[src/rtl/dm_cache_pkg.sv]
//==============================================================================
// Module : dm_cache_pkg
// Brief  : Widths, FSM state type and address-field helpers for the
//          direct-mapped cache controller.
// Rev    : 1.0  initial release
//==============================================================================
`default_nettype none

package dm_cache_pkg;

    localparam int ADDR_W   = 32;
    localparam int TAG_W    = 18;
    localparam int INDEX_W  = 10;
    localparam int OFFSET_W = 4;
    localparam int DATA_W   = 32;
    localparam int LINE_W   = 128;
    localparam int WORD_W   = OFFSET_W - 2;

    typedef enum logic [2:0] {
        ST_IDLE        = 3'd0,
        ST_COMPARE     = 3'd1,
        ST_WRITEBACK   = 3'd2,
        ST_ALLOCATE    = 3'd3,
        ST_WAIT_REFILL = 3'd4
    } state_t;

    function automatic logic [TAG_W-1:0] addr_tag(input logic [ADDR_W-1:0] addr);
        return addr[ADDR_W-1 -: TAG_W];
    endfunction

    function automatic logic [INDEX_W-1:0] addr_index(input logic [ADDR_W-1:0] addr);
        return addr[OFFSET_W +: INDEX_W];
    endfunction

    function automatic logic [WORD_W-1:0] addr_word(input logic [ADDR_W-1:0] addr);
        return addr[OFFSET_W-1:2];
    endfunction

    function automatic logic [ADDR_W-1:0] line_addr(input logic [TAG_W-1:0]   tag,
                                                    input logic [INDEX_W-1:0] index);
        return {tag, index, {OFFSET_W{1'b0}}};
    endfunction

endpackage

`default_nettype wire

[src/rtl/dm_cache_stats.sv]
//==============================================================================
// Module : dm_cache_stats
// Brief  : Saturating hit / miss / write-back event counters.
// Rev    : 1.0  initial release
//==============================================================================
`default_nettype none

module dm_cache_stats #(
    parameter int CNT_W = 32
) (
    input  logic             clk,
    input  logic             reset,
    input  logic             i_accept,
    input  logic             i_lookup,
    input  logic             i_hit,
    input  logic             i_refill_done,
    input  logic             i_wb_done,
    output logic [CNT_W-1:0] o_hits,
    output logic [CNT_W-1:0] o_misses,
    output logic [CNT_W-1:0] o_wbs
);

    logic             relookup_q, relookup_d;
    logic [CNT_W-1:0] hits_q, hits_d;
    logic [CNT_W-1:0] misses_q, misses_d;
    logic [CNT_W-1:0] wbs_q, wbs_d;

    function automatic logic [CNT_W-1:0] sat_inc(input logic [CNT_W-1:0] v, input logic en);
        return (en && (v != {CNT_W{1'b1}})) ? v + 1'b1 : v;
    endfunction

    // The lookup that follows a refill always hits and must not be counted.
    always_comb begin
        relookup_d = relookup_q;
        if (i_accept)      relookup_d = 1'b0;
        if (i_refill_done) relookup_d = 1'b1;
        hits_d   = sat_inc(hits_q,   i_lookup &&  i_hit && !relookup_q);
        misses_d = sat_inc(misses_q, i_lookup && !i_hit && !relookup_q);
        wbs_d    = sat_inc(wbs_q,    i_wb_done);
    end

    always_ff @(posedge clk or negedge reset) begin
        if (!reset) begin
            relookup_q <= 1'b0;
            hits_q     <= '0;
            misses_q   <= '0;
            wbs_q      <= '0;
        end else begin
            relookup_q <= relookup_d;
            hits_q     <= hits_d;
            misses_q   <= misses_d;
            wbs_q      <= wbs_d;
        end
    end

    assign o_hits   = hits_q;
    assign o_misses = misses_q;
    assign o_wbs    = wbs_q;

endmodule

`default_nettype wire

[src/rtl/dm_cache_ctrl.sv]
//==============================================================================
// Module : dm_cache_ctrl
// Brief  : Direct-mapped cache controller FSM (write-back, write-allocate).
//          Define CACHE_CTRL_STATS_EN to build the event counters.
// Rev    : 1.0  initial release
//==============================================================================
`default_nettype none

module dm_cache_ctrl
    import dm_cache_pkg::*;
(
    input  logic                clk,
    input  logic                reset,
    input  logic                cpu_req_valid,
    input  logic                cpu_req_rw,
    input  logic [ADDR_W-1:0]   cpu_req_addr,
    input  logic [DATA_W-1:0]   cpu_req_wdata,
    output logic                cpu_req_ready,
    output logic                cpu_resp_valid,
    output logic [DATA_W-1:0]   cpu_resp_rdata,
    output logic [INDEX_W-1:0]  ts_index,
    output logic [TAG_W-1:0]    ts_tag,
    output logic                ts_valid,
    output logic                ts_dirty,
    output logic                ts_we,
    input  logic                ts_hit,
    input  logic                ts_modify,
    input  logic [TAG_W-1:0]    ts_rd_tag,
    output logic [INDEX_W-1:0]  da_index,
    output logic                da_we,
    output logic [LINE_W-1:0]   da_wline,
    input  logic [LINE_W-1:0]   da_rline,
    output logic                mem_req_valid,
    output logic                mem_req_rw,
    output logic [ADDR_W-1:0]   mem_req_addr,
    output logic [LINE_W-1:0]   mem_req_wline,
    input  logic                mem_req_ready,
    input  logic                mem_resp_valid,
    input  logic [LINE_W-1:0]   mem_resp_rline,
    output logic [31:0]         stat_hits,
    output logic [31:0]         stat_misses,
    output logic [31:0]         stat_wbs
);

    state_t               state_q, state_d;
    logic                 rw_q, rw_d;
    logic [TAG_W-1:0]     tag_q, tag_d;
    logic [INDEX_W-1:0]   index_q, index_d;
    logic [WORD_W-1:0]    word_q, word_d;
    logic [DATA_W-1:0]    wdata_q, wdata_d;
    logic                 resp_valid_q, resp_valid_d;
    logic [DATA_W-1:0]    resp_rdata_q, resp_rdata_d;

    logic [DATA_W-1:0]    w_load_word;
    logic [LINE_W-1:0]    w_store_line;

    always_comb begin
        w_load_word  = da_rline[word_q*DATA_W +: DATA_W];
        w_store_line = da_rline;
        w_store_line[word_q*DATA_W +: DATA_W] = wdata_q;
    end

    always_ff @(posedge clk or negedge reset) begin
        if (!reset) begin
            state_q      <= ST_IDLE;
            rw_q         <= 1'b0;
            tag_q        <= '0;
            index_q      <= '0;
            word_q       <= '0;
            wdata_q      <= '0;
            resp_valid_q <= 1'b0;
            resp_rdata_q <= '0;
        end else begin
            state_q      <= state_d;
            rw_q         <= rw_d;
            tag_q        <= tag_d;
            index_q      <= index_d;
            word_q       <= word_d;
            wdata_q      <= wdata_d;
            resp_valid_q <= resp_valid_d;
            resp_rdata_q <= resp_rdata_d;
        end
    end

    always_comb begin
        state_d = state_q;
        case (state_q)
            ST_IDLE:        if (cpu_req_valid) state_d = ST_COMPARE;
            ST_COMPARE: begin
                if (ts_hit)         state_d = ST_IDLE;
                else if (ts_modify) state_d = ST_WRITEBACK;
                else                state_d = ST_ALLOCATE;
            end
            ST_WRITEBACK:   if (mem_req_ready)  state_d = ST_ALLOCATE;
            ST_ALLOCATE:    if (mem_req_ready)  state_d = ST_WAIT_REFILL;
            ST_WAIT_REFILL: if (mem_resp_valid) state_d = ST_COMPARE;
            default:        state_d = ST_IDLE;
        endcase
    end

    always_comb begin
        rw_d         = rw_q;
        tag_d        = tag_q;
        index_d      = index_q;
        word_d       = word_q;
        wdata_d      = wdata_q;
        resp_valid_d = 1'b0;
        resp_rdata_d = '0;
        if (state_q == ST_IDLE && cpu_req_valid) begin
            rw_d    = cpu_req_rw;
            tag_d   = addr_tag(cpu_req_addr);
            index_d = addr_index(cpu_req_addr);
            word_d  = addr_word(cpu_req_addr);
            wdata_d = cpu_req_wdata;
        end
        if (state_q == ST_COMPARE && ts_hit) begin
            resp_valid_d = 1'b1;
            resp_rdata_d = rw_q ? '0 : w_load_word;
        end
    end

    always_comb begin
        cpu_req_ready  = (state_q == ST_IDLE);
        cpu_resp_valid = resp_valid_q;
        cpu_resp_rdata = resp_rdata_q;
        ts_index       = index_q;
        ts_tag         = tag_q;
        da_index       = index_q;
        ts_valid       = 1'b0;
        ts_dirty       = 1'b0;
        ts_we          = 1'b0;
        da_we          = 1'b0;
        da_wline       = '0;
        mem_req_valid  = 1'b0;
        mem_req_rw     = 1'b0;
        mem_req_addr   = '0;
        mem_req_wline  = '0;
        case (state_q)
            ST_COMPARE: begin
                if (ts_hit && rw_q) begin
                    da_we    = 1'b1;
                    da_wline = w_store_line;
                    ts_we    = 1'b1;
                    ts_valid = 1'b1;
                    ts_dirty = 1'b1;
                end
            end
            // Victim address and data come straight from the arrays, which
            // are not written while the request is stalled.
            ST_WRITEBACK: begin
                mem_req_valid = 1'b1;
                mem_req_rw    = 1'b1;
                mem_req_addr  = line_addr(ts_rd_tag, index_q);
                mem_req_wline = da_rline;
            end
            ST_ALLOCATE: begin
                mem_req_valid = 1'b1;
                mem_req_addr  = line_addr(tag_q, index_q);
            end
            ST_WAIT_REFILL: begin
                if (mem_resp_valid) begin
                    da_we    = 1'b1;
                    da_wline = mem_resp_rline;
                    ts_we    = 1'b1;
                    ts_valid = 1'b1;
                end
            end
            default: ;
        endcase
    end

`ifdef CACHE_CTRL_STATS_EN
    dm_cache_stats #(.CNT_W(32)) u_stats (
        .clk           (clk),
        .reset         (reset),
        .i_accept      (state_q == ST_IDLE && cpu_req_valid),
        .i_lookup      (state_q == ST_COMPARE),
        .i_hit         (ts_hit),
        .i_refill_done (state_q == ST_WAIT_REFILL && mem_resp_valid),
        .i_wb_done     (state_q == ST_WRITEBACK && mem_req_ready),
        .o_hits        (stat_hits),
        .o_misses      (stat_misses),
        .o_wbs         (stat_wbs)
    );
`else
    assign stat_hits   = '0;
    assign stat_misses = '0;
    assign stat_wbs    = '0;
`endif

endmodule

`default_nettype wire

[config.mk]
export PLATFORM = sky130hd
export DESIGN_NAME = dm_cache_ctrl
export DESIGN_NICKNAME = d
export VERILOG_FILES = /design/src/rtl/dm_cache_pkg.sv /design/src/rtl/dm_cache_stats.sv /design/src/rtl/dm_cache_ctrl.sv
export SDC_FILE = /design/constraint.sdc
export NUM_CORES = 1
export LEC_CHECK = 0
export CAP_MARGIN = 0
export CELL_PAD_IN_SITES_DETAIL_PLACEMENT = 1
export CELL_PAD_IN_SITES_GLOBAL_PLACEMENT = 1
export CORE_AREA = 2 2 313 315
export CTS_CLUSTER_DIAMETER = 100
export DETAILED_ROUTE_END_ITERATION = 10
export DIE_AREA = 0 0 315 317
export GPL_TIMING_DRIVEN = 0
export PLACE_DENSITY_LB_ADDON = 0.08
export SLEW_MARGIN = 20
export SYNTH_ARGS = -nofsm -noshare
export SYNTH_HDL_FRONTEND = slang
export SYNTH_SLANG_ARGS = --single-unit
[constraint.sdc]
create_clock -name clk -period 6.95 [get_ports clk]
set_input_delay 2.085 -clock clk [delete_from_list [all_inputs] [get_ports clk]]
set_output_delay 2.085 -clock clk [all_outputs]
set_load 0.01 [all_outputs]
Yosys cells after proc, flatten, opt, wreduce, memory -nomap -nowiden
Index checks and enable logic that the tools add are counted.
{ "word_totals": {"reg_bits": 99, "latch_bits": 0, "ramBits": 0, "rom_bits": 0, "in_bits": 346, "output_inout_bits": 462, "elab_cells": 48, "mem_count": 0} }
{ "classes": {"addsub": 1, "multipliers": 0, "div_mod_pow": 0, "order_cmp": 0, "n_eq_ne": 8, "shifts": 3, "muxes": 22, "bitwise": 0, "reduce_logical": 6} }
{ "ops": {"columns": ["cell", "count"], "rows": [
  ["128-bit two-way mux", 3],
  ["128-bit case mux with 2 select lines", 1],
  ["128-bit bitwise mux", 1],
  ["32-bit by 34-bit variable shift with 128-bit output (first input constant)", 1],
  ["128-bit by 8-bit indexed part select with 32-bit output", 1],
  ["32-bit by 34-bit indexed part select with 128-bit output", 1],
  ["32-bit two-way mux", 2],
  ["32-bit case mux with 2 select lines", 1],
  ["7-bit negator with 34-bit output", 1],
  ["3-bit case mux with 5 select lines", 1],
  ["3-bit two-way mux", 4],
  ["2-bit != test (second input constant)", 4],
  ["1-bit two-way mux", 7],
  ["3-bit by 2-bit equality test with 1-bit output (second input constant)", 2],
  ["4-bit AND reduction", 1],
  ["3-bit by 1-bit equality test with 1-bit output (second input constant)", 1],
  ["3-bit equality test (second input constant)", 1],
  ["1-bit logical AND", 3],
  ["3-bit logical NOT", 1],
  ["2-bit two-way mux", 1],
  ["1-bit case mux with 2 select lines", 1],
  ["2-bit OR reduction", 1]
]} }

Depth between registers and ports, before layout
{ "logic_depth": {"word_depth": 5, "ltp_mapped": 10, "depth_no_buf": 5} }

Worst setup path before layout
OpenSTA, ideal clock, no wires.
{ "synth_path": {"path_type": "input-to-output", "from": "in ts_hit", "to": "out da_wline[100]", "arrival_time_ns": 3.259, "required_time_ns": 4.865, "path_slack_ns": 1.606, "cell_stages": 5, "path_buffers": 2, "path_cell_list": "nand4bb_4 -> buf_6 -> or4_4 -> buf_6 -> o221ai_1"} }
{ "synth_via": {"elab_chain_len": 3} }
{ "synth_lines": {"columns": ["element", "line_no", "text"], "rows": [
  ["start: declaration", "dm_cache_ctrl.sv:26", "input logic ts_hit,"],
  ["1-bit logical AND", "dm_cache_ctrl.sv:140", "if (ts_hit && rw_q) begin"],
  ["128-bit two-way mux", "dm_cache_ctrl.sv:140", null],
  ["128-bit case mux with 2 select lines", "dm_cache_ctrl.sv:138", "case (state_q)"],
  ["end: declaration", "dm_cache_ctrl.sv:31", "output logic [LINE_W-1:0] da_wline,"]
]} }
No other way between the ends.

Worst setup path in the final report
{ "layout_path": {"from": "in mem_resp_valid", "to": "out da_wline[75]"} }
{ "layout_via": {"elab_chain_len": 2} }
{ "layout_lines": {"columns": ["element", "line_no", "text"], "rows": [
  ["start: declaration", "dm_cache_ctrl.sv:38", "input logic mem_resp_valid,"],
  ["128-bit two-way mux", "dm_cache_ctrl.sv:161", "if (mem_resp_valid) begin"],
  ["128-bit case mux with 2 select lines", "dm_cache_ctrl.sv:138", null]
]} }
No other way between the ends.

==> results.py <==
metrics = {
    "logic_synthesis": {
        "synth.distinct_cells": 44,
        "syn_area_um2": 9096,
        "ys.flop_type": "dfrtp_1",
        "syn_inst": 1018,
        "synth_area_leaders": "dfrtp_1 (27%), buf_4 (9.7%), and2_1 (8.9%), mux4_2 (7.9%), a32oi_1 (6.3%)",
        "yosysMostFrequentCell": "and2_1",
        "syn_avg_cell_area_um2": 8.935,
        "yosys_warnings": 0,
        "ys_seq_area_frac": 0.2724,
        "synthTopCellsByCount": "and2_1 (130), buf_4 (117), dfrtp_1 (99)",
        "synth-edff-count": 0,
        "yosysTopAreaCell": "dfrtp_1",
        "ys_seq_elements": 99,
        "ys_async_sr_fraction": 1.000,
        "synth_top_area_frac": 0.2724,
    },
    "placement": {
        "portBuffers": 704,
        "dp_hpwl_um": 89270,
        "placed_cell_area_um2": 18380,
        "place_inst": 3108,
        "place.gp.congestion": 0.7690,
        "place_ws_ns": -1.000,
    },
    "timing": {
        "layout_setup_ws_ns": 0.06732,
        "fin_crit_sh": 0.9903,
        "fin_hold_ws_ns": 0.5434,
        "max_slew_margin": 0.2487,
        "fmax_ghz": 0.1453,
        "worst_pin_slew_ns": 1.127,
        "finalClockSkew_ns": 0.01506,
        "fin_tns_setup_ns": 0,
        "finalHoldViolCount": 0,
        "finalSetupViolations": 0,
        "period_minus_slack_ns": 6.883,
        "drv_slew": 0,
    },
    "final_layout": {
        "fin_area_um2": 18900,
        "fillers": 11240,
        "fin_nets": 2194,
        "fin_cells": 3133,
        "drive_gt1_frac": 0.1705,
        "final_util": 0.1963,
        "area_delta_synth_final_pct": 107.8,
    },
    "min_path": {
        "hold_path_class": "reg -> reg",
    },
    "critical_path": {
        "rr_worst_depth": 5,
        "worstPathMaxFanout": 10,
        "path_buf_inv": 5,
        "r2r_end": "cpu_resp_rdata[16]$_DFF_PN0_",
        "critPathCapture": "da_wline[75]",
        "crit_path_start_kind": "input port",
        "critical_path.cell_chain": "clkdlybuf4s50_1 -> nor4bb_2 -> buf_4 -> buf_2 -> buf_4 -> a32oi_1 -> o21ai_2 -> clkdlybuf4s50_1",
        "worstReg2RegStart": "rw_q$_DFFE_PN0P_",
        "arrival_ns": 4.80,
        "critPathMaxStageDelay_ns": 0.66,
        "critical_path_depth": 8,
        "end_kind": "primary output",
        "critPathTopFamily": "buffers and inverters",
        "cp-startpoint": "mem_resp_valid",
        "required_ns": 4.87,
        "crit_type": "in -> out",
        "regToRegSetupSlack_ns": 4.11,
        "slowest_stage": "clkdlybuf4s50_1",
    },
    "cts": {
        "clockRootBuffer": "clkbuf_16",
        "cts_tree": "yes",
        "cts_buffers": 9,
        "clock_sinks": 99,
        "clockBufferDepth": 2,
        "htree_levels": 3,
        "clkSlewWorstSetupHoldPaths_ns": 0.09,
        "clk_latency_ns": 0.41,
    },
    "drt": {
        "drt_drc_violations_left": 0,
        "first_iter_violations": 700,
        "firstDrtPassIters": 5,
        "wl_um": 110900,
        "detail_route.wl_per_cell_um": 35.41,
        "num_vias": 12150,
        "viasPerCell": 3.877,
        "antenna_left": 0,
    },
    "floorplanning": {
        "fp.dieW_um": 315,
        "ios": 808,
        "core_area_um2": 96280,
        "core.rowCount": 114,
        "die-area_um2": 99860,
        "initial_core_util": 0.09448,
        "fp.dieH_um": 317,
    },
    "power_and_ir_drop": {
        "p_total_mw": 6.288,
        "powerDensity_nw_per_um2": 332.7,
        "power.static_leakage_nw": 7.428,
        "ir_drop_mv": 0.1543,
    },
    "global_route": {
        "grtUsageTotal": 0.2149,
        "antenna_found_initial": 33,
        "grt_pass1_wl_um": 139300,
        "grt_pass1_vias": 13170,
        "grt_overflow_total": 0,
        "grt_max_degree": 54,
    },
    "flow_run": {
        "cap_violations": 0,
    },
    "status": {
        "status": "complete, no violations",
    },
}
cell type report:
class	instances	area, µm²	area share
diodes	9	22.52	0.001192
plain buffers	213	1428	0.07554
clock buffers	10	229.0	0.01212
clock inverters	6	112.6	0.005958
inverters	54	206.4	0.01092
multi-input cells	748	5529	0.2926
flip-flops and latches	99	2477	0.1311
well taps	1276	1597	0.08448
repair buffers	718	7298	0.3862
worst reg2reg max path: stages, from the launching register on:
cell      delay, ns
dfrtp_1        0.39
inv_1          0.10
clkbuf_1       0.69
clkbuf_1       0.60
clkbuf_1       0.71
and3_1         0.28
worst min-delay path by stage:
stage                            start                 endpoint  slack, ns  depth (start not counted)
2_1_floorplan  wdata_q[27]$_DFFE_PN0P_  wdata_q[27]$_DFFE_PN0P_       0.50                          1
3_3_place_gp    ts_tag[12]$_DFFE_PN0P_   ts_tag[12]$_DFFE_PN0P_       0.52                          1
3_5_place_dp    ts_tag[12]$_DFFE_PN0P_   ts_tag[12]$_DFFE_PN0P_       0.53                          1
4_1_cts          ts_tag[2]$_DFFE_PN0P_    ts_tag[2]$_DFFE_PN0P_       0.55                          1
5_1_grt          ts_tag[8]$_DFFE_PN0P_    ts_tag[8]$_DFFE_PN0P_       0.57                          1
6_report        ts_tag[12]$_DFFE_PN0P_   ts_tag[12]$_DFFE_PN0P_       0.54                          1
where the power goes:
| part | leakage [nW] | switching [mW] | internal, mW |
|---|---|---|---|
| Combinational | 6.01 | 2.77 | 1.86 |
| Sequential | 1.25 | 0.179 | 0.799 |
| Clock | 0.167 | 0.329 | 0.356 |
registers in the layout (all words and copies together), names as in the netlist:
register / cells
cpu_resp_rdata: 32
cpu_resp_valid: 1
da_index: 10
rw_q: 1
state_q: 3
ts_tag: 18
wdata_q: 32
word_q: 2
per-layer routing:
metal / GRT usage / wire (µm) / vias up
met5: 0 / 39 / -
met4: 0.04665 / 2082 / 6
met3: 0.05387 / 7835 / 70
met2: 0.3836 / 55220 / 678
met1: 0.2586 / 45740 / 6215
li1: - / - / 5177
cells by family (layout without fill, tap and decap cells):
group                      Yosys count  after routing  synth area share
and+or+nand+nor                    328            328            0.2059
buffers and inverters              270           1001            0.1696
AOI/OAI and AO/OA                  226            226            0.1977
DFF                                 99             99            0.2724
muxes                               89             89            0.1472
adders and majority gates            5              5          0.006878
other                                1            109         0.0004123
what timing repair did:
item,CTS,global route
setup buffers,3,0
resized for setup,43,15
gates cloned,0,0
pin swaps,0,0
hold buffers,0,0
endpoints found under the setup margin,132,36
placed cells by master, fill, tap and decap left out, types with 5 or more instances in the layout:
cell type,n
buf_16,6
o21ai_1,41
o221ai_1,9
mux2_2,38
and3_1,32
conb_1,100
clkbuf_16,9
nor3_1,25
and2_0,12
and2_1,130
a32oi_1,65
ha_1,5
nor4_1,11
buf_1,5
nand3_1,27
nor2b_1,7
buf_4,137
buf_2,11
diode_2,9
o31ai_1,12
a221o_1,37
clkbuf_4,9
o221ai_2,14
nand2_1,39
nor2_1,23
buf_6,9
inv_1,53
o21ai_0,33
dfrtp_1,99
clkbuf_2,23
mux4_2,32
mux2i_1,19
clkbuf_1,27
clkdlybuf4s50_1,701
(Power assumes the default switching activity.)
